[src/rtl/ship_ctl_if.sv]
// ============================================================================
// Module      : ship_ctl_if
// Description : Control inputs and draw/game outputs of the player-ship controller.
// Revision    : 1.0
// ============================================================================
`default_nettype none

interface ship_ctl_if;
   logic        vblnk_in;
   logic        left_btn;
   logic        right_btn;
   logic        fire_btn;
   logic        hit;
   logic        restart;
   logic [10:0] xpos;
   logic        dead_ship;
   logic [1:0]  lives;
   logic        game_over;
   logic        fire_pulse;

   modport master (
      output vblnk_in, left_btn, right_btn, fire_btn, hit, restart,
      input  xpos, dead_ship, lives, game_over, fire_pulse
   );

   modport slave (
      input  vblnk_in, left_btn, right_btn, fire_btn, hit, restart,
      output xpos, dead_ship, lives, game_over, fire_pulse
   );
endinterface

`default_nettype wire

[src/rtl/ship_ctl.sv]
// ============================================================================
// Module      : ship_ctl
// Description : Per-frame ship movement, hits/lives/respawn and fire cooldown.
//               Define SHIP_BLINK_EN to blink the ship while invulnerable.
// Revision    : 1.0
// ============================================================================
`default_nettype none

module ship_ctl #(
   parameter int X_MIN          = 0,
   parameter int X_MAX          = 940,
   parameter int X_START        = 470,
   parameter int STEP           = 4,
   parameter int LIVES          = 3,
   parameter int RESPAWN_FRAMES = 120,
   parameter int INVULN_FRAMES  = 90,
   parameter int FIRE_COOLDOWN  = 15
) (
   input  logic        pclk,
   input  logic        rst_n,
   ship_ctl_if.slave   bus
);

   typedef enum logic [1:0] {
      ST_ALIVE     = 2'd0,
      ST_DEAD      = 2'd1,
      ST_INVULN    = 2'd2,
      ST_GAME_OVER = 2'd3
   } state_t;

   localparam logic [11:0] c_X_MIN        = 12'(X_MIN);
   localparam logic [11:0] c_X_MAX        = 12'(X_MAX);
   localparam logic [11:0] c_STEP         = 12'(STEP);
   localparam logic [10:0] c_X_START      = 11'(X_START);
   localparam logic [1:0]  c_LIVES        = 2'(LIVES);
   localparam logic [7:0]  c_RESPAWN_LAST = 8'(RESPAWN_FRAMES - 1);
   localparam logic [7:0]  c_INVULN_LAST  = 8'(INVULN_FRAMES - 1);
   localparam logic [7:0]  c_COOLDOWN     = 8'(FIRE_COOLDOWN);

   state_t      r_state, w_state;
   logic        r_v, r_vv;
   logic [7:0]  r_cnt, w_cnt;
   logic [7:0]  r_cool, w_cool;
   logic [10:0] r_xpos, w_xpos;
   logic [1:0]  r_lives, w_lives;
   logic        r_dead, w_dead;
   logic        r_go, w_go;
   logic        r_fire, w_fire;

   logic        w_tick;
   logic        w_act;
   logic [11:0] w_xwide;
   logic [11:0] w_x_left;
   logic [11:0] w_x_right;

   assign w_tick = r_v & ~r_vv;
   // A hit in ALIVE pre-empts movement and firing on a coincident tick.
   assign w_act  = w_tick & (((r_state == ST_ALIVE) & ~bus.hit) | (r_state == ST_INVULN));

   // 12-bit arithmetic so the left step cannot wrap below zero.
   assign w_xwide   = {1'b0, r_xpos};
   assign w_x_left  = (w_xwide >= c_X_MIN + c_STEP) ? (w_xwide - c_STEP) : c_X_MIN;
   assign w_x_right = (w_xwide + c_STEP > c_X_MAX) ? c_X_MAX : (w_xwide + c_STEP);

   always_ff @(posedge pclk or negedge rst_n) begin
      if (!rst_n) begin
         r_v     <= 1'b0;
         r_vv    <= 1'b0;
         r_state <= ST_ALIVE;
         r_cnt   <= 8'd0;
         r_cool  <= 8'd0;
         r_xpos  <= c_X_START;
         r_lives <= c_LIVES;
         r_dead  <= 1'b0;
         r_go    <= 1'b0;
         r_fire  <= 1'b0;
      end else begin
         r_v     <= bus.vblnk_in;
         r_vv    <= r_v;
         r_state <= w_state;
         r_cnt   <= w_cnt;
         r_cool  <= w_cool;
         r_xpos  <= w_xpos;
         r_lives <= w_lives;
         r_dead  <= w_dead;
         r_go    <= w_go;
         r_fire  <= w_fire;
      end
   end

   always_comb begin
      w_state = r_state;
      w_cnt   = r_cnt;
      w_cool  = r_cool;
      w_xpos  = r_xpos;
      w_lives = r_lives;
      w_fire  = 1'b0;
      w_dead  = 1'b0;
      w_go    = 1'b0;

      if (w_tick && (r_cool != 8'd0)) begin
         w_cool = r_cool - 8'd1;
      end

      if (w_act) begin
         if (bus.left_btn && !bus.right_btn) begin
            w_xpos = w_x_left[10:0];
         end else if (bus.right_btn && !bus.left_btn) begin
            w_xpos = w_x_right[10:0];
         end
         if (bus.fire_btn && (r_cool == 8'd0)) begin
            w_fire = 1'b1;
            w_cool = c_COOLDOWN;
         end
      end

      case (r_state)
         ST_ALIVE: begin
            if (bus.hit) begin
               w_lives = r_lives - 2'd1;
               w_cnt   = 8'd0;
               w_state = (r_lives <= 2'd1) ? ST_GAME_OVER : ST_DEAD;
            end
         end
         ST_DEAD: begin
            if (w_tick) begin
               if (r_cnt == c_RESPAWN_LAST) begin
                  w_state = ST_INVULN;
                  w_cnt   = 8'd0;
                  w_xpos  = c_X_START;
               end else begin
                  w_cnt = r_cnt + 8'd1;
               end
            end
         end
         ST_INVULN: begin
            if (w_tick) begin
               if (r_cnt == c_INVULN_LAST) begin
                  w_state = ST_ALIVE;
                  w_cnt   = 8'd0;
               end else begin
                  w_cnt = r_cnt + 8'd1;
               end
            end
         end
         ST_GAME_OVER: begin
            if (bus.restart) begin
               w_state = ST_ALIVE;
               w_lives = c_LIVES;
               w_xpos  = c_X_START;
               w_cool  = 8'd0;
               w_cnt   = 8'd0;
            end
         end
         default: w_state = ST_ALIVE;
      endcase

      case (w_state)
         ST_DEAD, ST_GAME_OVER: w_dead = 1'b1;
`ifdef SHIP_BLINK_EN
         ST_INVULN:             w_dead = w_cnt[3];
`else
         ST_INVULN:             w_dead = 1'b0;
`endif
         default:               w_dead = 1'b0;
      endcase
      w_go = (w_state == ST_GAME_OVER);
   end

   assign bus.xpos       = r_xpos;
   assign bus.dead_ship  = r_dead;
   assign bus.lives      = r_lives;
   assign bus.game_over  = r_go;
   assign bus.fire_pulse = r_fire;

endmodule

`default_nettype wire
[src/flat_wrapper.sv]
// flat-port wrapper written by rule: the top's interface ports become plain ports
module ship_ctl_flat 
#(
   parameter int X_MIN          = 0,
   parameter int X_MAX          = 940,
   parameter int X_START        = 470,
   parameter int STEP           = 4,
   parameter int LIVES          = 3,
   parameter int RESPAWN_FRAMES = 120,
   parameter int INVULN_FRAMES  = 90,
   parameter int FIRE_COOLDOWN  = 15
)
  (pclk, rst_n, bus_vblnk_in, bus_left_btn, bus_right_btn, bus_fire_btn, bus_hit, bus_restart, bus_xpos, bus_dead_ship, bus_lives, bus_game_over, bus_fire_pulse);
  ship_ctl_if bus_i ();
  input  logic pclk;
  input  logic rst_n;
  input wire logic [$bits(bus_i.vblnk_in)-1:0] bus_vblnk_in;
  input wire logic [$bits(bus_i.left_btn)-1:0] bus_left_btn;
  input wire logic [$bits(bus_i.right_btn)-1:0] bus_right_btn;
  input wire logic [$bits(bus_i.fire_btn)-1:0] bus_fire_btn;
  input wire logic [$bits(bus_i.hit)-1:0] bus_hit;
  input wire logic [$bits(bus_i.restart)-1:0] bus_restart;
  output wire logic [$bits(bus_i.xpos)-1:0] bus_xpos;
  output wire logic [$bits(bus_i.dead_ship)-1:0] bus_dead_ship;
  output wire logic [$bits(bus_i.lives)-1:0] bus_lives;
  output wire logic [$bits(bus_i.game_over)-1:0] bus_game_over;
  output wire logic [$bits(bus_i.fire_pulse)-1:0] bus_fire_pulse;
  assign bus_i.vblnk_in = bus_vblnk_in;
  assign bus_i.left_btn = bus_left_btn;
  assign bus_i.right_btn = bus_right_btn;
  assign bus_i.fire_btn = bus_fire_btn;
  assign bus_i.hit = bus_hit;
  assign bus_i.restart = bus_restart;
  assign bus_xpos = bus_i.xpos;
  assign bus_dead_ship = bus_i.dead_ship;
  assign bus_lives = bus_i.lives;
  assign bus_game_over = bus_i.game_over;
  assign bus_fire_pulse = bus_i.fire_pulse;
  ship_ctl #(.X_MIN(X_MIN), .X_MAX(X_MAX), .X_START(X_START), .STEP(STEP), .LIVES(LIVES), .RESPAWN_FRAMES(RESPAWN_FRAMES), .INVULN_FRAMES(INVULN_FRAMES), .FIRE_COOLDOWN(FIRE_COOLDOWN)) u_core (.pclk(pclk), .rst_n(rst_n), .bus(bus_i));
endmodule
[config.mk]
export PLATFORM = sky130hd
export DESIGN_NAME = ship_ctl_flat
export DESIGN_NICKNAME = d
export VERILOG_FILES = /design/src/rtl/ship_ctl_if.sv /design/src/rtl/ship_ctl.sv /design/src/flat_wrapper.sv
export SDC_FILE = /design/constraint.sdc
export NUM_CORES = 1
export LEC_CHECK = 0
export ABC_AREA = 1
export BUFFER_PORTS_ARGS = -buffer_cell sky130_fd_sc_hd__buf_2
export CAP_MARGIN = 5
export CORE_ASPECT_RATIO = 2
export CORE_MARGIN = 5
export CORE_UTILIZATION = 60
export DETAILED_ROUTE_END_ITERATION = 8
export GPL_TIMING_DRIVEN = 0
export PLACE_DENSITY = 0.82
export SLEW_MARGIN = 10
export SYNTH_ARGS = -nofsm -noshare
export SYNTH_HDL_FRONTEND = slang
export SYNTH_SLANG_ARGS = --single-unit
[constraint.sdc]
create_clock -name pclk -period 4.9 [get_ports pclk]
set_clock_uncertainty 0.05 [all_clocks]
set_input_delay 0.49 -clock pclk [delete_from_list [all_inputs] [get_ports pclk]]
set_output_delay 0.49 -clock pclk [all_outputs]
set_load 0.01 [all_outputs]
==> qor.csv <==
metric;value;unit
static leakage;1.44;nW
H-tree levels;2;
dpl cells;433;
Least-Margin Pin Slew;0.769;ns
PnR worst setup slack;2.62;ns
dpl ws;2.66;ns
die area;5760;sq um
Adder-Cell Fraction of Synth Area;6.34;%
setup violators final;0;
Power Dens Cells;543;nW/um^2
syn_area_per_cell;7.16;sq um
cts hold-fix bufs;0;
RSZ-0062 raised after global routing;no;
VDD IR max;433;uV
Worst Path Arrival;2.40;ns
critical-path maximum fanout;8;
Startpoint Class;flop;
via count;2390;
crit-path cells;ha_1 -> nand2_2 -> nand2_1 -> nand3_1 -> nor2_1 -> nand2_1 -> nand3b_2 -> nand2_4 -> nand2_1 -> a21oi_1 -> nor2_1;
CTS sink count;35;
Initial Utilization;62.1;%
final worst-path cycle share;46.5;%
Commonest cells post-synth;nand2_1 (83), inv_1 (45), nor2_1 (39), dfrtp_1 (27), a21oi_1 (26);
I/O Pins;24;
Hold Violations, Final;0;
Highest Clock Rate;439;MHz
post-synthesis xor/xnor area fraction;3.37;%
number of max-cap violations;0;
status;finished, final reports clean;
layout cells sized above 1;20.3;%
HPWL Detailed;4770;microns
slew margin rel.;48.7;%
Req. time, crit path;5.02;ns
Largest stage delay, worst path;0.61;ns
Clock Power Share;14.3;%
vias in the first global route;2515;
CP max-delay cell;dfstp_2;
flop2flop setup slack;2.62;ns
Resize count post-CTS;0;
r2r startpoint;u_core.bus.xpos[2];
Yosys cell types;39;
Worst setup EP type;flop;
clk_lat worst skew;0.28;ns
commonest register cell after synthesis;dfrtp_1;
largest net degree at the start of global routing;36;
min Tclk post-route;2.28;ns
Routed WL;5950;microns
gpl congestion;0.933;
total grt overflow;0;
Layout Area Growth over Synthesis;10.9;%
mux contribution to synthesized area;0;%
largest area contributor in the netlist;dfrtp_1;
First-pass DRT Iterations;4;
diode count;0;
Mapped Cells;358;
top post-synthesis cells by area;dfrtp_1 (26%), nand2_1 (12%), dfstp_2 (8.2%);
DRC viols;0;
CTS tree;built;
initial drt markers;103;
total setup buffers inserted after CTS;0;
worst-case clock buffer depth;2;
global-route usage over all layers;22.5;%
Seq pwr share;32.5;%
Nets;409;
Setup TNS;0;ns
count leader, synth;nand2_1;
fin cells;441;
Post-Syn Nets;379;
async set-reset flop share out of synthesis;100;%
Yosys reg bits;35;
Die H;102;microns
Synth Area in Compound Gates;13.3;%
number of fill cells;374;
Root Buffer;clkbuf_8;
Synth top area share;26.4;%
EDFF count, synth;0;
Hold/Removal Path Class;in -> async;
largest family of logic cells by synthesized area;simple AND/OR/NAND/NOR gates;
Synth Warn #;0;
final core occ;68.9;%
Setup Crit Path Kind;reg -> reg;
combinational group share of total power;53.2;%
CTS clk-pin slew, worst paths;0.07;ns
Reg2Reg Depth;11;
Most Frequent Cell on Critical Path;nand2_1;
initial antenna violation count;0;
Simple-Gate Fraction of Synth Area;33.1;%
first-pass GRT wire length;10400;microns
CTS Buf Count;5;
Die W;56.2;microns
core area;4130;sq um
Sw Share;46.8;%
sequential area share after synthesis;34.6;%
Cell Rows;33;
Vias per Instance;5.42;
FF-to-FF End;u_core.bus.xpos[9];
antenna-violating nets left;0;
Mapped Area;2560;sq um
# port buffers;23;
Power Internal;821;uW
total power;1.54;mW
Avg WL per Cell;13.5;microns
final number of max-transition violations;0;
net switching power figure;722;uW
## cells in the final DEF, fill, tap and decap left out, types with 3 or more instances in the layout
cell type / count
a21oi_1: 26
a31oi_1: 6
buf_2: 24
clkbuf_1: 4
clkbuf_8: 7
dfrtp_1: 27
dfstp_2: 8
ha_1: 13
inv_1: 45
inv_2: 12
nand2_1: 83
nand2_2: 5
nand3_1: 19
nand3_2: 3
nand4_1: 6
nor2_1: 39
nor2_2: 6
nor2_4: 3
nor3_1: 5
o211ai_1: 5
o21ai_0: 13
xor2_1: 7
## flip-flops by register name, indices dropped and copies added, names as in the netlist
register,flops
u_core.bus.xpos,11
u_core.bus.game_over,1
u_core.bus.lives,2
u_core.bus.fire_pulse,1
u_core.r_v,1
u_core.r_cnt,8
u_core.r_cool,8
u_core.r_state,2
u_core.r_vv,1
## cell type report
| type | instances | area, sq um | area share (%) |
|---|---|---|---|
| multi-input combinational | 261 | 1440 | 50.6 |
| inverter | 57 | 214 | 7.52 |
| sequential | 35 | 886 | 31.1 |
| buffer | 5 | 23.8 | 0.836 |
| timing repair buffer | 23 | 115 | 4.05 |
| clock buffer | 8 | 100 | 3.52 |
| tap | 52 | 65.1 | 2.29 |
## power by group through the flow
stage / registers (mW) / logic [mW] / clock network, mW
finish: 0.501 / 0.821 / 0.221
global route: 0.519 / 0.934 / 0.242
CTS: 0.500 / 0.820 / 0.228
detailed placement: 0.505 / 0.812 / 0
global placement: 0.501 / 0.791 / 0
floorplan: 0.510 / 0.593 / 0
## per-stage QoR
| step | instance area, sq um | hold WS [ns] |
|---|---|---|
| floorplan | 2560 | 0.144 |
| global placement | 2740 | 0.336 |
| detailed placement | 2740 | 0.347 |
| CTS | 2840 | 0.256 |
| global route | 2840 | 0.268 |
| finish | 2840 | 0.233 |
## worst max path at each step
stage / cells after the start / to / slack, ns / startpoint
6_report: 11 / u_core.bus.xpos[9] / 2.62 / u_core.bus.xpos[2]
5_1_grt: 11 / u_core.bus.xpos[9] / 2.46 / u_core.bus.xpos[2]
4_1_cts: 11 / u_core.bus.xpos[9] / 2.64 / u_core.bus.xpos[2]
3_5_place_dp: 11 / u_core.bus.xpos[9] / 2.66 / u_core.bus.xpos[2]
3_3_place_gp: 11 / u_core.bus.xpos[9] / 2.70 / u_core.bus.xpos[2]
2_1_floorplan: 11 / u_core.bus.xpos[9] / 2.95 / u_core.bus.xpos[2]
## worst max-delay path: cells and delay by family (launching register included)
kind / cells / cell delay [ns]
AO/OA/AOI/OAI: 1 / 0.13
adder cells (fa/ha/maj): 1 / 0.25
flip-flops: 1 / 0.61
AND/OR/NAND/NOR: 9 / 1.14
## routing by layer
| layer | routed length (microns) | track usage, % | share of wire [%] |
|---|---|---|---|
| met5 | 0 | 0 | 0 |
| met4 | 325 | 16.6 | 5.5 |
| met3 | 132 | 3.03 | 2.2 |
| met2 | 3390 | 43.6 | 57 |
| met1 | 2100 | 20.6 | 35 |
## cell families (layout without fill, tap and decap cells)
| logic type | after synthesis | after routing |
|---|---|---|
| adders and majority gates | 13 | 13 |
| DFF | 35 | 35 |
| buffers and inverters | 62 | 93 |
| and+or+nand+nor | 180 | 180 |
| xor gates and xnor gates | 9 | 9 |
| AOI/OAI and AO/OA | 59 | 59 |
(Power assumes the default switching activity.)
